File: config.mk
export PLATFORM = sky130hd
export DESIGN_NAME = prog_sequencer_flat
export DESIGN_NICKNAME = d
export VERILOG_FILES = /design/src/rtl/prog_sequencer_pkg.sv /design/src/rtl/prog_sequencer_if.sv /design/src/rtl/prog_sequencer_result_reader.sv /design/src/rtl/prog_sequencer.sv /design/src/flat_wrapper.sv
export SDC_FILE = /design/constraint.sdc
export NUM_CORES = 1
export LEC_CHECK = 0
export ABC_AREA = 1
export CAP_MARGIN = 25
export CORE_MARGIN = 1.5
export CORE_UTILIZATION = 35
export DETAILED_ROUTE_END_ITERATION = 7
export MAX_ROUTING_LAYER = met4
export SETUP_SLACK_MARGIN = 0.5
export SLEW_MARGIN = 25
export SYNTH_ARGS = -nofsm -noshare
export SYNTH_HDL_FRONTEND = slang
export SYNTH_SLANG_ARGS = --single-unit
File: constraint.sdc
create_clock -name clk -period 2.06 [get_ports clk]
set_input_delay 0.412 -clock clk [delete_from_list [all_inputs] [get_ports clk]]
set_output_delay 0.412 -clock clk [all_outputs]
set_load 0.01 [all_outputs]
File: src/rtl/prog_sequencer_pkg.sv
`default_nettype none
// +----------------------------------------------------------------------------+
// | Module  : prog_seq_pkg                                                     |
// | Purpose : Shared types and constants for the benchmark program sequencer:  |
// |           FSM state encoding, result byte addresses in core data memory,   |
// |           program count and a helper giving the read length per program.  |
// | Rev     : 1.0  initial release                                             |
// +----------------------------------------------------------------------------+
package prog_seq_pkg;

  typedef enum logic [2:0] {
    IDLE   = 3'd0,
    RST    = 3'd1,
    RUN    = 3'd2,
    READ   = 3'd3,
    CMP    = 3'd4,
    GAP    = 3'd5,
    FINISH = 3'd6
  } state_t;

  localparam logic [7:0] PROD_HI_ADDR = 8'd4;
  localparam logic [7:0] PROD_LO_ADDR = 8'd5;
  localparam logic [7:0] CT_ADDR      = 8'd7;
  localparam logic [7:0] DIST_ADDR    = 8'd127;

  localparam int         NUM_PROGS    = 3;
  localparam logic [1:0] PROG_NONE    = 2'd3;

  // Program 0 returns a 16-bit product (two bytes); the others return one byte.
  function automatic logic [1:0] read_len(input logic [1:0] idx);
    return (idx == 2'd0) ? 2'd2 : 2'd1;
  endfunction

endpackage
`default_nettype wire

File: src/rtl/prog_sequencer_if.sv
`default_nettype none
// +----------------------------------------------------------------------------+
// | Module  : prog_sequencer_if                                                |
// | Purpose : Bundles the core control handshake and data-memory read port.    |
// |   dut_rst     : reset to the core (sequencer drives)                       |
// |   done        : core program-complete flag (core drives)                   |
// |   mem_rd_en   : data-memory read strobe (sequencer drives)                 |
// |   mem_addr    : data-memory read address, 8 bits (sequencer drives)        |
// |   mem_rd_data : data-memory read data, 8 bits (memory drives)              |
// |   master = sequencer side, slave = core/memory side                        |
// | Rev     : 1.0  initial release                                             |
// +----------------------------------------------------------------------------+
interface prog_sequencer_if;
  logic       dut_rst;
  logic       done;
  logic       mem_rd_en;
  logic [7:0] mem_addr;
  logic [7:0] mem_rd_data;

  modport master (
    output dut_rst,
    input  done,
    output mem_rd_en,
    output mem_addr,
    input  mem_rd_data
  );

  modport slave (
    input  dut_rst,
    output done,
    input  mem_rd_en,
    input  mem_addr,
    output mem_rd_data
  );
endinterface
`default_nettype wire

File: src/rtl/prog_sequencer_result_reader.sv
`default_nettype none
// +----------------------------------------------------------------------------+
// | Module  : result_reader                                                    |
// | Purpose : Issues a back-to-back burst of 1 or 2 data-memory reads and      |
// |           assembles the returned bytes (first byte = high) into a 16-bit   |
// |           result, raising rdy for one cycle when the last byte is in.      |
// | Ports   : clk, reset (async, active-high)                                  |
// |           go (start burst), nbytes (1 or 2), addr0/addr1 (byte addresses)  |
// |           mem_rd_en/mem_addr (read strobe/address), mem_rd_data (in)       |
// |           rdy (one-cycle done pulse), result (16-bit assembled value)      |
// | Rev     : 1.0  initial release                                             |
// +----------------------------------------------------------------------------+
module result_reader #(
  parameter int MEM_LAT = 1
) (
  input  wire logic        clk,
  input  wire logic        reset,
  input  wire logic        go,
  input  wire logic [1:0]  nbytes,
  input  wire logic [7:0]  addr0,
  input  wire logic [7:0]  addr1,
  output logic             mem_rd_en,
  output logic [7:0]       mem_addr,
  input  wire logic [7:0]  mem_rd_data,
  output logic             rdy,
  output logic [15:0]      result
);

  logic [1:0]         r_issue_left;  // strobes still to issue after the current one
  logic [7:0]         r_next_addr;
  logic [1:0]         r_cap_left;    // bytes still to capture
  logic [MEM_LAT-1:0] r_pend;        // strobe history; top bit = data valid now

  // Delay line aligning each strobe with the cycle its data is valid.
  generate
    if (MEM_LAT == 1) begin : g_lat_one
      always_ff @(posedge clk or posedge reset) begin
        if (reset) r_pend <= '0;
        else       r_pend <= mem_rd_en;
      end
    end else begin : g_lat_multi
      always_ff @(posedge clk or posedge reset) begin
        if (reset) r_pend <= '0;
        else       r_pend <= {r_pend[MEM_LAT-2:0], mem_rd_en};
      end
    end
  endgenerate

  always_ff @(posedge clk or posedge reset) begin
    if (reset) begin
      mem_rd_en    <= 1'b0;
      mem_addr     <= 8'd0;
      r_issue_left <= 2'd0;
      r_next_addr  <= 8'd0;
      r_cap_left   <= 2'd0;
      result       <= 16'd0;
      rdy          <= 1'b0;
    end else begin
      rdy <= 1'b0;
      if (go) begin
        mem_rd_en    <= 1'b1;
        mem_addr     <= addr0;
        r_next_addr  <= addr1;
        r_issue_left <= nbytes - 2'd1;
        r_cap_left   <= nbytes;
        result       <= 16'd0;
      end else if (r_issue_left != 2'd0) begin
        mem_rd_en    <= 1'b1;
        mem_addr     <= r_next_addr;
        r_issue_left <= r_issue_left - 2'd1;
      end else begin
        mem_rd_en    <= 1'b0;
      end

      // Shift in each byte; a single-byte read leaves the high byte zero.
      if (r_pend[MEM_LAT-1] && !go) begin
        result     <= {result[7:0], mem_rd_data};
        r_cap_left <= r_cap_left - 2'd1;
        if (r_cap_left == 2'd1) rdy <= 1'b1;
      end
    end
  end

endmodule
`default_nettype wire

File: src/rtl/prog_sequencer.sv
`default_nettype none
// +----------------------------------------------------------------------------+
// | Module  : prog_sequencer                                                   |
// | Purpose : Runs the core through three benchmark programs in turn (mpy      |
// |           product, match count, min distance): reset, release, wait for    |
// |           done, read result bytes, compare with expected, latch pass/fail. |
// | Ports   : clk, reset (async, active-high), start (begin pulse)             |
// |           bus (master): dut_rst, done, mem_rd_en, mem_addr, mem_rd_data    |
// |           exp_prod/exp_ct/exp_dist: expected results, sampled in CMP       |
// |           prog_idx (3 = none), busy, pass/fail/timeout (bit per program),  |
// |           all_done (sticky until next start)                               |
// | Rev     : 1.0  initial release                                             |
// +----------------------------------------------------------------------------+
module prog_sequencer
  import prog_seq_pkg::*;
#(
  parameter int RST_CYCLES = 2,
  parameter int GAP_CYCLES = 1,
  parameter int MEM_LAT    = 1,
  parameter int TIMEOUT    = 1 << 20
) (
  input  wire logic         clk,
  input  wire logic         reset,
  input  wire logic         start,
  prog_sequencer_if.master  bus,
  input  wire logic [15:0]  exp_prod,
  input  wire logic [7:0]   exp_ct,
  input  wire logic [7:0]   exp_dist,
  output logic [1:0]        prog_idx,
  output logic              busy,
  output logic [2:0]        pass,
  output logic [2:0]        fail,
  output logic [2:0]        timeout,
  output logic              all_done
);

  localparam int c_to_w     = $clog2(TIMEOUT + 1);
  localparam int c_wait_max = (RST_CYCLES > GAP_CYCLES) ? RST_CYCLES : GAP_CYCLES;
  localparam int c_wait_w   = (c_wait_max > 1) ? $clog2(c_wait_max) : 1;
  localparam logic [c_to_w-1:0]   c_to_max   = c_to_w'(TIMEOUT);
  localparam logic [c_wait_w-1:0] c_rst_last = c_wait_w'(RST_CYCLES - 1);
  localparam logic [c_wait_w-1:0] c_gap_last = c_wait_w'(GAP_CYCLES - 1);
  localparam logic [1:0]          c_last_prog = 2'(NUM_PROGS - 1);

  state_t              r_state, w_next_state;
  logic [c_wait_w-1:0] r_wait_cnt;
  logic [c_to_w-1:0]   r_to_cnt;
  logic [1:0]          r_prog_idx;
  logic [2:0]          r_pass, r_fail, r_timeout;
  logic                r_all_done;

  logic                w_go, w_run_timeout, w_result_ok, w_last;
  logic                w_dut_rst, w_busy;
  logic                w_rdy;
  logic [15:0]         w_result;
  logic [7:0]          w_addr0;

  assign w_last = (r_prog_idx == c_last_prog);

  always_comb begin
    w_addr0 = DIST_ADDR;
    case (r_prog_idx)
      2'd0:    w_addr0 = PROD_HI_ADDR;
      2'd1:    w_addr0 = CT_ADDR;
      default: w_addr0 = DIST_ADDR;
    endcase
  end

  always_comb begin
    w_result_ok = 1'b0;
    case (r_prog_idx)
      2'd0:    w_result_ok = (w_result == exp_prod);
      2'd1:    w_result_ok = (w_result == {8'h00, exp_ct});
      default: w_result_ok = (w_result == {8'h00, exp_dist});
    endcase
  end

  // Next state and FSM outputs.
  always_comb begin
    w_next_state  = r_state;
    w_go          = 1'b0;
    w_run_timeout = 1'b0;
    w_dut_rst     = 1'b1;
    w_busy        = 1'b1;
    case (r_state)
      IDLE: begin
        w_busy = 1'b0;
        if (start) w_next_state = RST;
      end
      RST: begin
        if (r_wait_cnt == c_rst_last) w_next_state = RUN;
      end
      RUN: begin
        w_dut_rst = 1'b0;
        // r_to_cnt is zero only in the first RUN cycle, where done may be
        // a leftover from the previous program and is not trusted.
        if (bus.done && (r_to_cnt != '0)) begin
          w_go         = 1'b1;
          w_next_state = READ;
        end else if (r_to_cnt == c_to_max) begin
          w_run_timeout = 1'b1;
          w_next_state  = w_last ? FINISH : GAP;
        end
      end
      READ: begin
        w_dut_rst = 1'b0;
        if (w_rdy) w_next_state = CMP;
      end
      CMP: begin
        w_dut_rst    = 1'b0;
        w_next_state = w_last ? FINISH : GAP;
      end
      GAP: begin
        if (r_wait_cnt == c_gap_last) w_next_state = RST;
      end
      FINISH: begin
        w_busy       = 1'b0;
        w_next_state = IDLE;
      end
      default: begin
        w_busy       = 1'b0;
        w_next_state = IDLE;
      end
    endcase
  end

  always_ff @(posedge clk or posedge reset) begin
    if (reset) r_state <= IDLE;
    else       r_state <= w_next_state;
  end

  always_ff @(posedge clk or posedge reset) begin
    if (reset) begin
      r_wait_cnt <= '0;
      r_to_cnt   <= '0;
      r_prog_idx <= PROG_NONE;
      r_pass     <= 3'b000;
      r_fail     <= 3'b000;
      r_timeout  <= 3'b000;
      r_all_done <= 1'b0;
    end else begin
      if (r_state != w_next_state)
        r_wait_cnt <= '0;
      else if ((r_state == RST) || (r_state == GAP))
        r_wait_cnt <= r_wait_cnt + 1'b1;

      // Saturating RUN-cycle counter, restarted every time the core is held.
      if (r_state == RST)
        r_to_cnt <= '0;
      else if ((r_state == RUN) && (r_to_cnt != c_to_max))
        r_to_cnt <= r_to_cnt + 1'b1;

      if ((r_state == IDLE) && start) begin
        r_prog_idx <= 2'd0;
        r_pass     <= 3'b000;
        r_fail     <= 3'b000;
        r_timeout  <= 3'b000;
        r_all_done <= 1'b0;
      end

      if (w_run_timeout) begin
        r_timeout[r_prog_idx] <= 1'b1;
        r_fail[r_prog_idx]    <= 1'b1;
      end

      if (r_state == CMP) begin
        if (w_result_ok) r_pass[r_prog_idx] <= 1'b1;
        else             r_fail[r_prog_idx] <= 1'b1;
      end

      if ((r_state == GAP) && (w_next_state == RST))
        r_prog_idx <= r_prog_idx + 2'd1;

      if ((r_state != FINISH) && (w_next_state == FINISH)) begin
        r_prog_idx <= PROG_NONE;
        r_all_done <= 1'b1;
      end
    end
  end

  result_reader #(
    .MEM_LAT (MEM_LAT)
  ) u_reader (
    .clk         (clk),
    .reset       (reset),
    .go          (w_go),
    .nbytes      (read_len(r_prog_idx)),
    .addr0       (w_addr0),
    .addr1       (PROD_LO_ADDR),
    .mem_rd_en   (bus.mem_rd_en),
    .mem_addr    (bus.mem_addr),
    .mem_rd_data (bus.mem_rd_data),
    .rdy         (w_rdy),
    .result      (w_result)
  );

  assign bus.dut_rst = w_dut_rst;
  assign busy        = w_busy;
  assign prog_idx    = r_prog_idx;
  assign pass        = r_pass;
  assign fail        = r_fail;
  assign timeout     = r_timeout;
  assign all_done    = r_all_done;

endmodule
`default_nettype wire

File: src/flat_wrapper.sv
// flat-port wrapper written by rule: the top's interface ports become plain ports
module prog_sequencer_flat import prog_seq_pkg::*;
#(
  parameter int RST_CYCLES = 2,
  parameter int GAP_CYCLES = 1,
  parameter int MEM_LAT    = 1,
  parameter int TIMEOUT    = 1 << 20
)
  (clk, reset, start, exp_prod, exp_ct, exp_dist, prog_idx, busy, pass, fail, timeout, all_done, bus_dut_rst, bus_done, bus_mem_rd_en, bus_mem_addr, bus_mem_rd_data);
  prog_sequencer_if bus_i ();
  input  wire logic clk;
  input  wire logic reset;
  input  wire logic start;
  input  wire logic [15:0] exp_prod;
  input  wire logic [7:0] exp_ct;
  input  wire logic [7:0] exp_dist;
  output logic [1:0] prog_idx;
  output logic busy;
  output logic [2:0] pass;
  output logic [2:0] fail;
  output logic [2:0] timeout;
  output logic all_done;
  output wire logic [$bits(bus_i.dut_rst)-1:0] bus_dut_rst;
  input wire logic [$bits(bus_i.done)-1:0] bus_done;
  output wire logic [$bits(bus_i.mem_rd_en)-1:0] bus_mem_rd_en;
  output wire logic [$bits(bus_i.mem_addr)-1:0] bus_mem_addr;
  input wire logic [$bits(bus_i.mem_rd_data)-1:0] bus_mem_rd_data;
  assign bus_dut_rst = bus_i.dut_rst;
  assign bus_i.done = bus_done;
  assign bus_mem_rd_en = bus_i.mem_rd_en;
  assign bus_mem_addr = bus_i.mem_addr;
  assign bus_i.mem_rd_data = bus_mem_rd_data;
  prog_sequencer #(.RST_CYCLES(RST_CYCLES), .GAP_CYCLES(GAP_CYCLES), .MEM_LAT(MEM_LAT), .TIMEOUT(TIMEOUT)) u_core (.clk(clk), .reset(reset), .start(start), .bus(bus_i), .exp_prod(exp_prod), .exp_ct(exp_ct), .exp_dist(exp_dist), .prog_idx(prog_idx), .busy(busy), .pass(pass), .fail(fail), .timeout(timeout), .all_done(all_done));
endmodule
==> results of run 1 <==
==> worst max-delay path, stage by stage, from the launching register on <==
cell,delay [ns]
dfstp_2,0.57
inv_2,0.06
ha_4,0.19
buf_6,0.14
nand2_1,0.08
xor2_1,0.08
nor3_1,0.27
nand2_2,0.12
nor2_4,0.16
buf_4,0.14
nand3_2,0.06
nand2_1,0.06
==> power groups by stage <==
| stage | Clock [mW] | Combinational [mW] | Sequential (mW) |
|---|---|---|---|
| floorplan | 0 | 1.28 | 1.70 |
| global placement | 0 | 1.85 | 1.72 |
| detailed placement | 0 | 1.89 | 1.72 |
| CTS | 1.14 | 2.74 | 1.71 |
| global route | 1.19 | 3.56 | 1.75 |
| finish | 1.12 | 3.29 | 1.72 |
==> kinds of logic (layout without fill, tap and decap cells) <==
| family | after synthesis | after routing | synth area share |
|---|---|---|---|
| buffers and inverters | 78 | 218 | 0.0889 |
| XOR/XNOR | 18 | 18 | 0.0419 |
| AO/OA/AOI/OAI | 50 | 50 | 0.0736 |
| AND/OR/NAND/NOR | 294 | 297 | 0.341 |
| other | 1 | 1 | 0.000998 |
| adder cells (fa/ha/maj) | 6 | 6 | 0.0200 |
| flip-flops | 65 | 65 | 0.433 |
==> repair_timing <==
action                                  CTS  global route
endpoints found under the setup margin   86            68
gates cloned                              5             0
gates resized for setup                 164           119
pin swaps                                41            41
endpoints found under the hold margin     0             0
setup buffers                            34            19
==> worst paths after layout <==
kind                                              end  slack [ns]  cells after the start                      start
max                                    u_core.pass[0]        0.08                     11         u_core.prog_idx[0]
min                            u_core.u_reader.r_pend        0.39                      0  u_core.u_reader.mem_rd_en
max reg2reg                            u_core.pass[0]        0.08                     11         u_core.prog_idx[0]
min reg2reg                    u_core.u_reader.r_pend        0.39                      0  u_core.u_reader.mem_rd_en
max in group asynchronous           u_core.r_state[0]        1.07                      3                      reset
min in group asynchronous  u_core.u_reader.result[12]        0.45                      2                      reset
==> layer usage <==
layer | wire length (um) | vias up
li1 | - | 1910
met1 | 5240 | 1878
met2 | 6270 | 107
met3 | 566 | 22
met4 | 218 | 0
met5 | 0 | -
==> registers in the layout, indices dropped and copies added (netlist names) <==
register,flops
u_core.u_reader.r_next_addr,1
u_core.r_state,3
u_core.u_reader.result,16
u_core.prog_idx,2
u_core.r_wait_cnt,1
u_core.u_reader.r_issue_left,2
u_core.timeout,3
u_core.u_reader.mem_rd_en,1
u_core.pass,3
u_core.r_to_cnt,21
u_core.all_done,1
u_core.u_reader.r_cap_left,2
u_core.fail,3
u_core.u_reader.r_pend,1
u_core.u_reader.mem_addr,4
u_core.u_reader.rdy,1
==> final cells by class <==
| type | count | area, um2 |
|---|---|---|
| fill | 868 | 4080 |
| timing repair inverter | 2 | 17.5 |
| inverter | 66 | 307 |
| clock buffer | 9 | 124 |
| sequential | 65 | 1640 |
| timing repair buffer | 134 | 1290 |
| multi-input combinational | 372 | 2670 |
| clock inverter | 7 | 77.6 |
| tap | 136 | 170 |
==> cells in the final DEF, fill, tap and decap left out, drive strengths merged, types with 3 or more instances in the layout <==
master,n
a21oi,8
buf,72
clkbuf,9
clkdlybuf4s50,43
clkinv,5
dfrtp,63
dlygate4sd2,19
ha,6
inv,67
nand2,170
nand3,42
nand4,9
nor2,55
nor3,15
o21ai,30
o22ai,5
o31ai,3
xor2,16
==> flow_summary.toml, run 1 <==
[status]
status = "completed"

[setup_path]
crit_arrival_ns = 2.27
cp_max_fo = 6
start_kind = "flip-flop"
end_kind = "flip-flop"
required_ns = 2.35
worst-setup-path-type = "reg -> reg"

[synthesis]
ys_seq_area_frac = 0.433
ys_seq_elements = 65
yosysMostFrequentCell = "nand2_1"
postSynthNetCount = 562
ys_types = 38
synth_top_area_share = 0.419
synth_cells = 512
synth-async-reset-ratio = 1.00
ys.flop_type = "dfrtp_1"
yosys-top-cells-count = "160 x nand2_1, 63 x dfrtp_1, 55 x inv_1, 49 x nor2_1, 39 x nand3_1"
yosys.area.top_type = "dfrtp_1"
synth.avg_cell_area_um2 = 7.34
ys_top_cells_by_area = "dfrtp_1 42%, nand2_1 16%, inv_1 5.5%"
syn-cell-area_um2 = 3760
synth.yosys.warnings = 0
synth_edf_count = 0

[job]
cap_violations = 0

[sta]
timing.final.ws_setup_ns = 0.0800
holdWs_ns = 0.389
fin_crit_sh = 0.961
setup_viol = 0
skew_ns = 0.00976
fmax_mhz = 505
max_slew.worst_pin.slew_ns = 0.514
setup_tns_ns = 0
slew_violations = 0
hold_violations = 0
min_period_ns = 1.98
relSlewSlack = 0.656
rsz0062_at_grt = "yes"

[routing]
first_pass_iters = 4
viasPerCell = 4.95
drt_iter0_drc = 258
drt.antenna.violating_nets = 0
drc = 0
drt-total-wl_um = 12300
vias = 3917
wl_per_cell_um = 15.5

[placement]
port-buffer-count = 65
dp_slack_ns = 0.00574
globalplace.congestion = 0.980
dp_hpwl_um = 7340
dp_cells = 717
dpl_cell_area_um2 = 4720

[grt]
grt_pass1_wl_um = 18600
grt_antenna_before_repair = 0
use_met3 = 0.0286
grt_pass1_vias = 3892
grt_use_total = 0.214
groute.layer.met2.usage = 0.349
grt_max_degree = 25
met1_usage = 0.274
grt-ovfl-total = 0
busiest_layer = "met2"

[layout]
stdcell_count = 791
final_core_util = 0.607
final_layout_size_suffix_gt1_frac = 0.420
synthToLayoutAreaGrowth_pct = 67.4
n_antenna_cell = 0
num-nets-final = 700
final_cell_area_um2 = 6290

[cts]
clk_pin_slew_ns = 0.08
cts.sinks = 65
htree_levels = 3
clk_latency_ns = 0.35
cts_hold_buffers = 0
cts_tree = "yes"
cts_root_buffer = "clkbuf_8"
clk_path_buf_depth = 2
cts_buffers = 9

[power_and_ir_drop]
p_int_mw = 3.48
powerDensity_nw_per_um2 = 975
p_leak_nw = 3.08
swShare = 0.433
p_total_mw = 6.13
clkPwrFrac = 0.183
switchingPower_mw = 2.66
pwr-share-seq = 0.281
vdd_ir_drop_max_mv = 0.577
comb_power_share = 0.537

[die]
core_um2 = 10400
fp.dieH_um = 107
num_io_pins = 67
die_area_um2 = 11400
die_w_um = 107
start_util = 0.362
rows = 37

[worst_hold_path]
hold_class = "reg -> reg"
(Power assumes the default switching activity.)
==> inputs of run 2 (changes only) <==
CORE_UTILIZATION = 28   (was 35)
HOLD_SLACK_MARGIN = 0.08   (was default)
==> run 2 against run 1 <==
Utilization fell by 12 points; global-route usage fell by 4.5 points; largest cell class unchanged; clock skew fell by 0.00079 ns; total power rose by 8.7%; largest power group unchanged; non-clock buffer count decreased by 8; clock-buffer cell count up 1; worst hold slack improved by 0.00055 ns.
==> flow_summary.toml, run 2 (synthesized netlist as in run 1, its figures left out) <==
[status]
status = "completed"

[sta]
relSlewSlack = 0.628
fmax_mhz = 500
rsz0062_at_grt = "yes"
timing.final.ws_setup_ns = 0.0610
skew_ns = 0.00897
min_period_ns = 2.00
hold_violations = 0
fin_crit_sh = 0.970
max_slew.worst_pin.slew_ns = 0.557
setup_tns_ns = 0
holdWs_ns = 0.390
setup_viol = 0
slew_violations = 0

[routing]
vias = 3869
drt.antenna.violating_nets = 0
wl_per_cell_um = 14.8
drt-total-wl_um = 12200
drc = 0
first_pass_iters = 4
viasPerCell = 4.71
drt_iter0_drc = 227

[cts]
clk_pin_slew_ns = 0.06
cts.sinks = 65
cts_hold_buffers = 0
cts_buffers = 9
htree_levels = 3
clk_latency_ns = 0.33
clk_path_buf_depth = 2
cts_tree = "yes"
cts_root_buffer = "clkbuf_16"

[placement]
dpl_cell_area_um2 = 4780
dp_hpwl_um = 7600
port-buffer-count = 65
dp_slack_ns = -0.00505
dp_cells = 756
globalplace.congestion = 0.893

[layout]
synthToLayoutAreaGrowth_pct = 69.8
layout_commonest_cell = "nand2_1"
reg_top3 = "u_core.r_to_cnt (21), u_core.u_reader.result (16), u_core.u_reader.mem_addr (4)"
largest_reg_flops = 21
largest_register = "u_core.r_to_cnt"
mostFrequentLayoutCells = "106 x nand2_1, 59 x dfrtp_1, 44 x inv_1"
final_layout_size_suffix_gt1_frac = 0.407
num-nets-final = 691
n_antenna_cell = 0
final_core_util = 0.484
final_cell_area_um2 = 6380
stdcell_count = 822

[setup_path]
required_ns = 2.29
worst-path-buf-inv = 2
start_kind = "flip-flop"
cpPeakStageDelay_ns = 0.56
path_delay_family = "simple AND/OR/NAND/NOR gates"
crit_path_cell_trace = "buf_4 -> ha_2 -> buf_4 -> nand2_1 -> nand4_1 -> o21ai_1 -> nor2_1 -> nand2_1 -> nor2_4 -> nand2_4 -> nand2_2 -> nand2_2"
end_kind = "flip-flop"
crit_arrival_ns = 2.23
cp_max_fo = 9
worst-setup-path-type = "reg -> reg"
cp_slowest_cell = "dfstp_2"

[die]
rows = 42
num_io_pins = 67
die_w_um = 119
die_area_um2 = 14100
start_util = 0.285
core_um2 = 13200
fp.dieH_um = 119

[power_and_ir_drop]
p_leak_nw = 3.06
powerDensity_nw_per_um2 = 1040
p_total_mw = 6.67
vdd_ir_drop_max_mv = 0.546

[grt]
grt_antenna_before_repair = 0
grt_max_degree = 23
grt-ovfl-total = 0
grt_pass1_wl_um = 18700
grt_use_total = 0.169
grt_pass1_vias = 3878

[job]
cap_violations = 0

[worst_hold_path]
hold_class = "reg -> reg"
## run 2: cell types whose count changed in the layout (fill, tap and decap cells not counted), sizes merged
cell and change:
clkinv +1, buf -8, nand2 -1, inv -4
clkbuf +1, clkinvlp +2
## run 2: where the power goes
part           internal [mW]  switching [mW]  leakage [nW]  total [mW]
clock network          0.971           0.604         0.145        1.57
registers               1.54           0.203         0.859        1.74
logic                   1.42            1.93          2.05        3.35
## run 2: path summary, 6_finish.rpt
| check | startpoint | end | slack, ns | depth (start not counted) |
|---|---|---|---|---|
| max | u_core.prog_idx[0] | u_core.fail[0] | 0.06 | 12 |
| min | u_core.u_reader.mem_rd_en | u_core.u_reader.r_pend | 0.39 | 0 |
| max reg2reg | u_core.prog_idx[0] | u_core.fail[0] | 0.06 | 12 |
| min reg2reg | u_core.u_reader.mem_rd_en | u_core.u_reader.r_pend | 0.39 | 0 |
| max in group asynchronous | reset | u_core.r_to_cnt[5] | 1.06 | 3 |
| min in group asynchronous | reset | u_core.u_reader.mem_addr[2] | 0.47 | 2 |
## run 2: layer usage
layer | track usage | vias up | part of all wire
met5 | - | - | 0
met1 | 0.221 | 1887 | 0.43
met3 | 0.0273 | 19 | 0.038
met2 | 0.274 | 81 | 0.52
li1 | - | 1882 | -
met4 | 0.0437 | 0 | 0.017
## run 2: worst register-to-register path, delay by kind of cell (launching register included)
family / cells / cell delay, ns
and+or+nand+nor: 8 / 0.75
DFF: 1 / 0.56
buffers and inverters: 2 / 0.29
adders and majority gates: 1 / 0.23
AOI/OAI and AO/OA: 1 / 0.07
## run 2: final cells by class
type                       count  area [um2]
clock buffer                  10         239
timing repair inverter         2        18.8
clock inverter                 6        67.6
tap                          176         220
sequential                    65        1630
fill                        1188        6810
timing repair buffer         126        1240
inverter                      66         304
multi-input combinational    371        2660
## run 2: what timing repair did
action | 4_1_cts | 5_1_grt
gates resized for setup | 137 | 139
pin swaps | 36 | 57
setup endpoints to repair | 86 | 67
gates cloned | 4 | 0
setup buffers | 27 | 19
